## src/rtl/serial_adder_ctrl.sv

```systemverilog
// Bit-serial adder sequencer: one shared full-adder cell is reused across
// WIDTH clock cycles to add two operands LSB first, with a start/busy/done handshake.

module HalfAdder (
  input  logic x_i,
  input  logic y_i,
  output logic s_o,
  output logic c_o
);

  assign s_o = x_i ^ y_i;
  assign c_o = x_i & y_i;

endmodule

// One-bit full adder built from two half adders and an OR for the carry.
module FullAdderCell (
  input  logic a_i,
  input  logic b_i,
  input  logic c_i,
  output logic s_o,
  output logic c_o
);

  logic halfSum;
  logic halfCarry0;
  logic halfCarry1;

  HalfAdder uHa0 (
    .x_i (a_i),
    .y_i (b_i),
    .s_o (halfSum),
    .c_o (halfCarry0)
  );

  HalfAdder uHa1 (
    .x_i (halfSum),
    .y_i (c_i),
    .s_o (s_o),
    .c_o (halfCarry1)
  );

  assign c_o = halfCarry0 | halfCarry1;

endmodule

module serial_adder_ctrl #(
  parameter int WIDTH = 8
) (
  input  logic             clk,
  input  logic             rst_n,
  input  logic             start,
  input  logic [WIDTH-1:0] a,
  input  logic [WIDTH-1:0] b,
  input  logic             cin,
  output logic             busy,
  output logic             done,
  output logic [WIDTH-1:0] sum,
  output logic             cout
);

  localparam int CW = $clog2(WIDTH);

  typedef enum logic [1:0] {
    IDLE = 2'd0,
    RUN  = 2'd1,
    DONE = 2'd2
  } state_t;

  state_t           state_q, state_d;
  logic [WIDTH-1:0] aSh_q, aSh_d;
  logic [WIDTH-1:0] bSh_q, bSh_d;
  // Only WIDTH-1 partial bits need storing; the last bit goes straight into sum.
  logic [WIDTH-2:0] sSh_q, sSh_d;
  logic             carry_q, carry_d;
  logic [CW-1:0]    cnt_q, cnt_d;
  logic [WIDTH-1:0] sum_q, sum_d;
  logic             cout_q, cout_d;
  logic             busy_q, busy_d;
  logic             done_q, done_d;

  logic             bitSum;
  logic             bitCarry;
  logic [WIDTH-1:0] sShNext;
  logic             lastBit;

  FullAdderCell uCell (
    .a_i (aSh_q[0]),
    .b_i (bSh_q[0]),
    .c_i (carry_q),
    .s_o (bitSum),
    .c_o (bitCarry)
  );

  assign sShNext = {bitSum, sSh_q};
  assign lastBit = (cnt_q == CW'(WIDTH - 1));

  always_comb begin
    state_d = state_q;
    aSh_d   = aSh_q;
    bSh_d   = bSh_q;
    sSh_d   = sSh_q;
    carry_d = carry_q;
    cnt_d   = cnt_q;
    sum_d   = sum_q;
    cout_d  = cout_q;
    busy_d  = 1'b0;
    done_d  = 1'b0;

    case (state_q)
      IDLE: begin
        if (start) begin
          aSh_d   = a;
          bSh_d   = b;
          carry_d = cin;
          cnt_d   = '0;
          busy_d  = 1'b1;
          state_d = RUN;
        end
      end

      RUN: begin
        aSh_d   = aSh_q >> 1;
        bSh_d   = bSh_q >> 1;
        sSh_d   = sShNext[WIDTH-1:1];
        carry_d = bitCarry;
        cnt_d   = cnt_q + CW'(1);
        // sum/cout only move on the final bit so partial results never leak out.
        if (lastBit) begin
          sum_d   = sShNext;
          cout_d  = bitCarry;
          done_d  = 1'b1;
          state_d = DONE;
        end else begin
          busy_d  = 1'b1;
        end
      end

      DONE: begin
        state_d = IDLE;
      end

      default: begin
        state_d = IDLE;
      end
    endcase
  end

  always_ff @(posedge clk) begin
    if (!rst_n) begin
      state_q <= IDLE;
      aSh_q   <= '0;
      bSh_q   <= '0;
      sSh_q   <= '0;
      carry_q <= 1'b0;
      cnt_q   <= '0;
      sum_q   <= '0;
      cout_q  <= 1'b0;
      busy_q  <= 1'b0;
      done_q  <= 1'b0;
    end else begin
      state_q <= state_d;
      aSh_q   <= aSh_d;
      bSh_q   <= bSh_d;
      sSh_q   <= sSh_d;
      carry_q <= carry_d;
      cnt_q   <= cnt_d;
      sum_q   <= sum_d;
      cout_q  <= cout_d;
      busy_q  <= busy_d;
      done_q  <= done_d;
    end
  end

  assign busy = busy_q;
  assign done = done_q;
  assign sum  = sum_q;
  assign cout = cout_q;

endmodule

```

## config.mk

```make
export PLATFORM = sky130hd
export DESIGN_NAME = serial_adder_ctrl
export DESIGN_NICKNAME = d
export VERILOG_FILES = /design/src/rtl/serial_adder_ctrl.sv
export SDC_FILE = /design/constraint.sdc
export NUM_CORES = 1
export LEC_CHECK = 0
export CAP_MARGIN = 20
export CORE_MARGIN = 2
export CORE_UTILIZATION = 25
export DETAILED_ROUTE_END_ITERATION = 8
export PLACE_DENSITY_LB_ADDON = 0.08
export SYNTH_ARGS = -nofsm -noshare
export SYNTH_HDL_FRONTEND = slang
export SYNTH_HIERARCHICAL = 1
export SYNTH_SLANG_ARGS = --single-unit
```

## constraint.sdc

```tcl
create_clock -name clk -period 1.7 [get_ports clk]
set_input_delay 0.425 -clock clk [delete_from_list [all_inputs] [get_ports clk]]
set_output_delay 0.425 -clock clk [all_outputs]
set_load 0.02 [all_outputs]
```

==> impl_metrics.csv <==
group,metric,value,unit
final_layout,syn2layout_area_growth,29.9,%
critical_path,path_delay_family,"buffers and inverters",
global_routing,antenna_found_initial,0,
timing,rsz0062_at_grt,"no",
clocking,cts_setup_buffers,0,
timing,finalSetupTns,0,ps
global_routing,overflow,0,
synth,yosysSeqAreaShare,48.0,%
critical_path,path_class,"reg -> out",
critical_path,critPathMaxFanout,2,
drt,routed_via_density,4.68,
clocking,cts_inserted_buffers,5,
critical_path,rr_worst_depth,5,
global_routing,track_usage,10.6,%
critical_path,path_cells,"clkdlybuf4s50_1",
synth,syn_area,0.00167,mm²
global_routing,grt_first_pass_wirelength,6130,µm
critical_path,crit_path_end,"sum[1]",
critical_path,start_kind,"register",
floorplanning,die_area,0.00734,mm²
final_layout,final_nets,229,
critical_path,cp-end-kind,"primary output",
clocking,cts.sinks,40,
timing,setup_viol,0,
job,max_cap_violations,0,
final_layout,n_antenna_cell,0,
drt,initialDrtViolationCount,66,
timing,finClkSkew,6.78,ps
floorplanning,start_util,26.1,%
placement,io_buffers,30,
drt,detail-route-antenna-nets,0,
clocking,cts-root-buf,"clkbuf_8",
synth,yosysUniqueCellTypes,26,
timing,hold_viol,0,
synth,synth_cells,175,
critical_path,reg2reg_from,"aSh_q[0]",
final_layout,most-common-layout-cells,"dfxtp_1, nor2_1, clkdlybuf4s50_1, nand2_1, a21boi_0",
clocking,cts.clk_slew.worst_paths,70,ps
final_layout,fin_util,33.9,%
global_routing,first_global_vias,1338,
power,peakVddDrop,0.413,mV
critical_path,critPathSlowestCell,"clkdlybuf4s50_1",
status,status,"finished, final reports clean",
timing,worstMarginPinSlew,390,ps
clocking,tritoncts,"done",
floorplanning,rows,29,
floorplanning,core_area,0.00639,mm²
critical_path,rr_endpoint,"carry_q",
critical_path,cpPeakStageDelay,600,ps
floorplanning,ios,31,
critical_path,crit_required,1270,ps
floorplanning,die_w,85.7,µm
drt,wire_per_inst,12.5,µm
clocking,htree_levels,2,
floorplanning,die_h,85.7,µm
drt,first_pass_iters,4,
critical_path,cp.depth,1,
synth,synth.avg_cell_area,9.53,µm²
placement,hpwlAfterDp,2350,µm
clocking,clk-insertion-delay-late,290,ps
timing,fin_hold_ws,462,ps
drt,via_count,1321,
clocking,cts_buffer_depth,2,
timing,period_minus_slack,1650,ps
timing,fin_crit_sh,96.8,%
timing,report.final.slew_viol_count,0,
timing,max_freq,608,MHz
power,power_leakage,0.817,nW
synth,synth-seq-cells,40,
drt,drc,0,
power,powerDensity,887,mW/mm²
critical_path,cp.arrival,1220,ps
drt,postRouteWirelength,3520,µm
critical_path,startpoint,"sum[1]",
hold_path,hold_class,"reg -> reg",
clocking,cts-resized-gates,0,
placement,gp_congestion,0.683,
clocking,hold_buffers,0,
global_routing,grt_max_degree,41,
synth,syn_nets,199,
critical_path,crit_buf_inv,1,
final_layout,mostFrequentLayoutCell,"dfxtp_1",
timing,max_slew_margin,73.9,%
synth,ys_warn_count,6,
final_layout,drive_above_1_share,12.2,%
critical_path,rrSetupSlack,290,ps
sequential cells by signal, summed over array words and instances (netlist names):
| register | count |
|---|---|
| carry_q | 1 |
| done | 1 |
| aSh_q | 8 |
| sSh_q | 7 |
| state_q | 2 |
| sum | 8 |
| bSh_q | 8 |
| cnt_q | 3 |
| busy | 1 |
| cout | 1 |
worst min-delay path, stage by stage, from the launching register on:
cell,delay [ps]
dfxtp_1,310
nand2_1,40
a21boi_0,60
cells by family after synthesis:
group	count (synthesis)	share of synthesized area (%)
multiplexers	1	0.600
AO/OA/AOI/OAI	38	22.3
adder cells (fa/ha/maj)	4	3.00
AND/OR/NAND/NOR	77	20.6
flip-flops	40	48.0
buffers and inverters	15	5.55
per-layer routing:
layer  global-route usage [%]  share of wire (%)
met1                     13.4                 48
met2                     16.8                 46
met3                     2.69                4.3
met4                     4.76                1.7
met5                        0                  0
stage by stage:
stage / instance area, µm² / setup slack, ps / instances / total power [W]
floorplan: 1670 / 353 / 175 / 0.00118
global placement: 2070 / -119 / 275 / 0.00127
detailed placement: 2070 / -147 / 275 / 0.00128
CTS: 2160 / 32.5 / 282 / 0.00195
global route: 2170 / 2.74 / 282 / 0.00203
finish: 2170 / 54.8 / 282 / 0.00192
how the worst min path moves through the flow:
stage,start,to,slack (ps),depth (start not counted)
floorplan,bSh_q[1],bSh_q[1],440,2
detailed placement,sum[5],sum[5],460,2
global placement,bSh_q[3],bSh_q[3],450,2
finish,sum[5],sum[5],460,2
CTS,sum[5],sum[5],470,2
global route,sum[0],sum[0],500,2
Yosys cell counts:
| cell | number | share of area, % |
|---|---|---|
| buf_2 | 4 | 1.2 |
| buf_6 | 2 | 1.4 |
| a22oi_1 | 4 | 1.8 |
| o221ai_1 | 5 | 2.6 |
| buf_1 | 2 | 0.45 |
| or3b_1 | 1 | 0.53 |
| dfxtp_1 | 40 | 48 |
| nor2b_1 | 5 | 1.9 |
| inv_1 | 1 | 0.22 |
| o21bai_1 | 1 | 0.45 |
| clkbuf_1 | 5 | 1.1 |
| nand3b_1 | 1 | 0.45 |
| o211a_1 | 1 | 0.60 |
| or2_1 | 1 | 0.38 |
| o21ba_2 | 1 | 0.60 |
| and3_1 | 2 | 0.75 |
| ha_1 | 4 | 3.0 |
| nand3_1 | 9 | 2.7 |
| mux2i_1 | 1 | 0.60 |
| nor2_1 | 30 | 6.8 |
| nor3b_1 | 3 | 1.4 |
| nand2b_1 | 1 | 0.38 |
| buf_12 | 1 | 1.2 |
| o221ai_2 | 10 | 9.0 |
| a21boi_0 | 16 | 7.2 |
| nand2_1 | 24 | 5.4 |
power by group:
group	total (W)	internal, W	switching, W
clock network	0.000673	0.000361	0.000311
logic	0.000237	0.000126	0.000111
registers	0.00101	0.000982	0.0000298
area by class of cell:
| type | instances | area, µm² |
|---|---|---|
| clock buffer | 7 | 96.3 |
| fill | 672 | 4220 |
| inverter | 1 | 3.75 |
| multi-input combinational | 120 | 774 |
| sequential | 40 | 801 |
| tap | 77 | 96.3 |
| timing repair buffer | 37 | 395 |
(Power assumes the default switching activity.)
==> RTL change 1, RTL diff (same flow settings) <==
The 3 states of `state_t` get a one-hot encoding in 3 bits.
--- a/src/rtl/serial_adder_ctrl.sv
+++ b/src/rtl/serial_adder_ctrl.sv
@@ -61,10 +61,10 @@
 
   localparam int CW = $clog2(WIDTH);
 
-  typedef enum logic [1:0] {
-    IDLE = 2'd0,
-    RUN  = 2'd1,
-    DONE = 2'd2
+  typedef enum logic [2:0] {
+    IDLE = 3'b001,
+    RUN  = 3'b010,
+    DONE = 3'b100
   } state_t;
 
   state_t           state_q, state_d;
Behaviour: no difference found for any inputs over 10 cycles, from zero or initial values and one cycle with rst_n low; not proved beyond that.
==> RTL change 1 against the unedited design <==
- die area up 4.1%
- non-clock buffer count grew 2
- largest power group unchanged
- largest cell class unchanged
- first-iteration DRC count grew 14%
- setup slack better by 0.00064 ns
- sequential cell count increased by 1
- area after synthesis increased by 4.3%
- highest routed layer unchanged
- power down 1.8%
- wire length up 12%
- design area up 3.0%
==> RTL change 1: results <==
export IMPL_slew_headroom=0.824
export IMPL_buffers_excl_clock=39
export IMPL_clock_sinks=41
export IMPL_nMultiInputCombCells=128
export IMPL_multi_input_area_sq_um=817
export IMPL_area_growth_synth_to_final_pct=28.3
export IMPL_fin_crit_sh=0.967
export IMPL_dp_slack_ns=-0.00250
export IMPL_p_int_mw=1.41
export IMPL_synth_distinct_cells=25
export IMPL_grt_pass1_vias=1398
export IMPL_worstReg2RegEnd="aSh_q[7]$_SDFFE_PN0P_"
export IMPL_ff2ff_setup_slack_ns=0.22
export IMPL_hpwl_microns=2640
export IMPL_p_leak_nw=0.966
export IMPL_drive_gt1_frac=0.145
export IMPL_fillCellCount=710
export IMPL_ir_drop_mv=0.235
export IMPL_syn_avg_cell_area_sq_um=9.35
export IMPL_synth_area_leaders="dfxtp_1 (47%), o221ai_2 (11%), nand3_1 (6.3%), nand2_1 (6.3%), nor3_1 (4.3%)"
export IMPL_worstSetupStartpoint="sum[5]$_SDFFE_PN0P_"
export IMPL_buf_share=0.188
export IMPL_dr_wl_met2_microns=1730
export IMPL_post_dp_cell_area_sq_mm=0.00214
export IMPL_p_per_area_mw_per_mm2=845
export IMPL_drt_met1_wl_microns=1960
export IMPL_grt_pass1_wl_microns=7130
export IMPL_status="finished clean"
export IMPL_drtIter0Drc=75
export IMPL_inverters=0
export IMPL_grt_use_total=0.120
## RTL change 1: changes by cell type after synthesis, sizes merged, moves of 2 or more
cell / unedited run / this run
and2: 0 / 4
nand3: 9 / 22
nor2: 30 / 16
a22oi: 4 / 0
nor2b: 5 / 0
nor3b: 3 / 1
buf: 9 / 13
nand4bb: 0 / 2
o21ai: 0 / 6
nand2: 24 / 29
a21boi: 16 / 7
and3: 2 / 0
nor3: 0 / 15
## RTL change 1: worst register-to-register path: stages, from the launching register on
cell     delay, ns
dfxtp_1       0.43
or3b_1        0.42
buf_4         0.23
nand2_1       0.16
o21ai_0       0.12
## RTL change 1: worst min path at each step
stage,start,endpoint,slack (ns)
2_1_floorplan,sSh_q[0]$_SDFFE_PN0P_,sum[0]$_SDFFE_PN0P_,0.43
3_3_place_gp,sum[4]$_SDFFE_PN0P_,sum[4]$_SDFFE_PN0P_,0.44
3_5_place_dp,sum[1]$_SDFFE_PN0P_,sum[1]$_SDFFE_PN0P_,0.44
4_1_cts,sum[1]$_SDFFE_PN0P_,sum[1]$_SDFFE_PN0P_,0.45
5_1_grt,sum[1]$_SDFFE_PN0P_,sum[1]$_SDFFE_PN0P_,0.47
6_report,sum[3]$_SDFFE_PN0P_,sum[3]$_SDFFE_PN0P_,0.45
## RTL change 1: repair_timing
action | CTS | global route
hold buffers | 0 | 0
setup endpoints to repair | 0 | 8
gates resized for setup | 0 | 8
## RTL change 1: logic make-up after synthesis
group,after synthesis,share of synthesized area
simple gates,95,0.268
flops,41,0.472
buf+inv,17,0.0583
compound gates,29,0.173
fa+ha+maj,4,0.0288
## RTL change 1: metal layers
layer | GRT usage | vias up
li1 | - | 716
met1 | 0.169 | 657
met2 | 0.170 | 26
met3 | 0.0398 | 6
met4 | 0.0420 | 0
met5 | 0 | -
==> RTL change 2, RTL diff (same settings) <==
Made on the original files. Change the parameter `WIDTH` from 8 to 16.
--- a/src/rtl/serial_adder_ctrl.sv
+++ b/src/rtl/serial_adder_ctrl.sv
@@ -45,7 +45,7 @@
 endmodule
 
 module serial_adder_ctrl #(
-  parameter int WIDTH = 8
+  parameter int WIDTH = 16
 ) (
   input  logic             clk,
   input  logic             rst_n,
Interface: changed (resized a, b and sum); port bits go from 31 to 55. No check against the original RTL was run, so the function may have changed too.
==> RTL change 2 against the unedited design <==
- combinational power grew 68%
- cell count is 85% higher
- clock skew grew 0.0026 ns
- wire length increased by 98%
- global-route usage rose by 2.2 points
- highest routed layer unchanged
- area after synthesis is 67% higher
- design area increased by 70%
- worst hold slack improved by 0.010 ns
- synthesized cell count increased by 85%
- via count increased by 79%
- power is 81% higher
- sequential cell count grew 33
- critical path type is now register to register
- setup slack gained 0.14 ns
==> RTL change 2: results <==
export IMPL_drive_gt1_frac=0.102
export IMPL_grt_max_degree=31
export IMPL_finClkSkew_ns=0.00940
export IMPL_dp_cells=506
export IMPL_worstMarginPinSlew_ns=0.327
export IMPL_dp_slack_ns=-0.00736
export IMPL_r2r_start="cnt_q[0]$_SDFFE_PN0P_"
export IMPL_path_max_fanout=17
export IMPL_max_stage_delay_ns=0.39
export IMPL_min_from="sum[2]$_SDFFE_PN0P_"
export IMPL_max_freq_mhz=664
export IMPL_slowest_stage="dfxtp_1"
export IMPL_synth_compound_area_frac=0.281
export IMPL_vias=2358
export IMPL_htree_levels=3
export IMPL_synth_nets=362
export IMPL_post_dp_cell_area_sq_mm=0.00352
export IMPL_synth_distinct_cells=29
export IMPL_ir_drop_mv=0.308
export IMPL_crit_type="register to register"
export IMPL_path_delay_family="simple AND/OR/NAND/NOR gates"
export IMPL_grt_use_total=0.127
export IMPL_grt_pass1_wl_microns=11700
export IMPL_whs_path_depth=1
export IMPL_io_buffers=54
export IMPL_clk_latency_ns=0.35
export IMPL_avgRoutedWirePerCell_microns=13.3
export IMPL_finalNetCount=416
export IMPL_drt_met1_wl_microns=3310
export IMPL_fin_cells=522
export IMPL_worstPathArrival_ns=1.80
export IMPL_drtIter0Drc=112
export IMPL_whs_endpoint="sum[2]$_SDFFE_PN0P_"
export IMPL_hpwl_microns=4670
export IMPL_gp_congestion=0.717
export IMPL_wl_met3_microns=383
export IMPL_met1_usage=0.162
export IMPL_worstReg2RegEnd="sum[15]$_SDFFE_PN0P_"
export IMPL_cts_made_buffers=9
export IMPL_synth_seq_area_share=0.525
export IMPL_synthAdderAreaFrac=0.0135
export IMPL_synth_flop_cell="dfxtp_1"
export IMPL_p_leak_nw=1.49
export IMPL_dr_wl_met2_microns=3190
export IMPL_syn_inst=323
export IMPL_synth_top_cells_by_count="a21oi_1 (77), dfxtp_1 (73), nand2_1 (65), o21ai_0 (32), a22o_1 (16)"
export IMPL_rr_worst_depth=4
export IMPL_muxShareOfSynthArea=0
export IMPL_status="finished clean"
RTL change 2: power by group through the flow:
stage	clock network [mW]	logic [mW]	registers [mW]
6_report	1.25	0.397	1.83
4_1_cts	1.31	0.407	1.83
3_5_place_dp	0	0.405	1.87
3_3_place_gp	0	0.404	1.87
2_1_floorplan	0	0.228	1.85
5_1_grt	1.37	0.453	1.84
RTL change 2: what timing repair did:
action	4_1_cts	5_1_grt
gates resized for setup	18	1
cloned	0	0
endpoints found under the setup margin	18	1
endpoints found under the hold margin	0	0
setup buffers	0	0
RTL change 2: layout make-up:
| cell class | count | area, sq um |
|---|---|---|
| clock buffers | 10 | 138 |
| flip-flops and latches | 73 | 1460 |
| multi-input cells | 221 | 1170 |
| clock inverters | 6 | 42.5 |
| repair buffers | 71 | 686 |
| well taps | 140 | 175 |
| fillers | 1145 | 7160 |
| inverters | 1 | 3.75 |
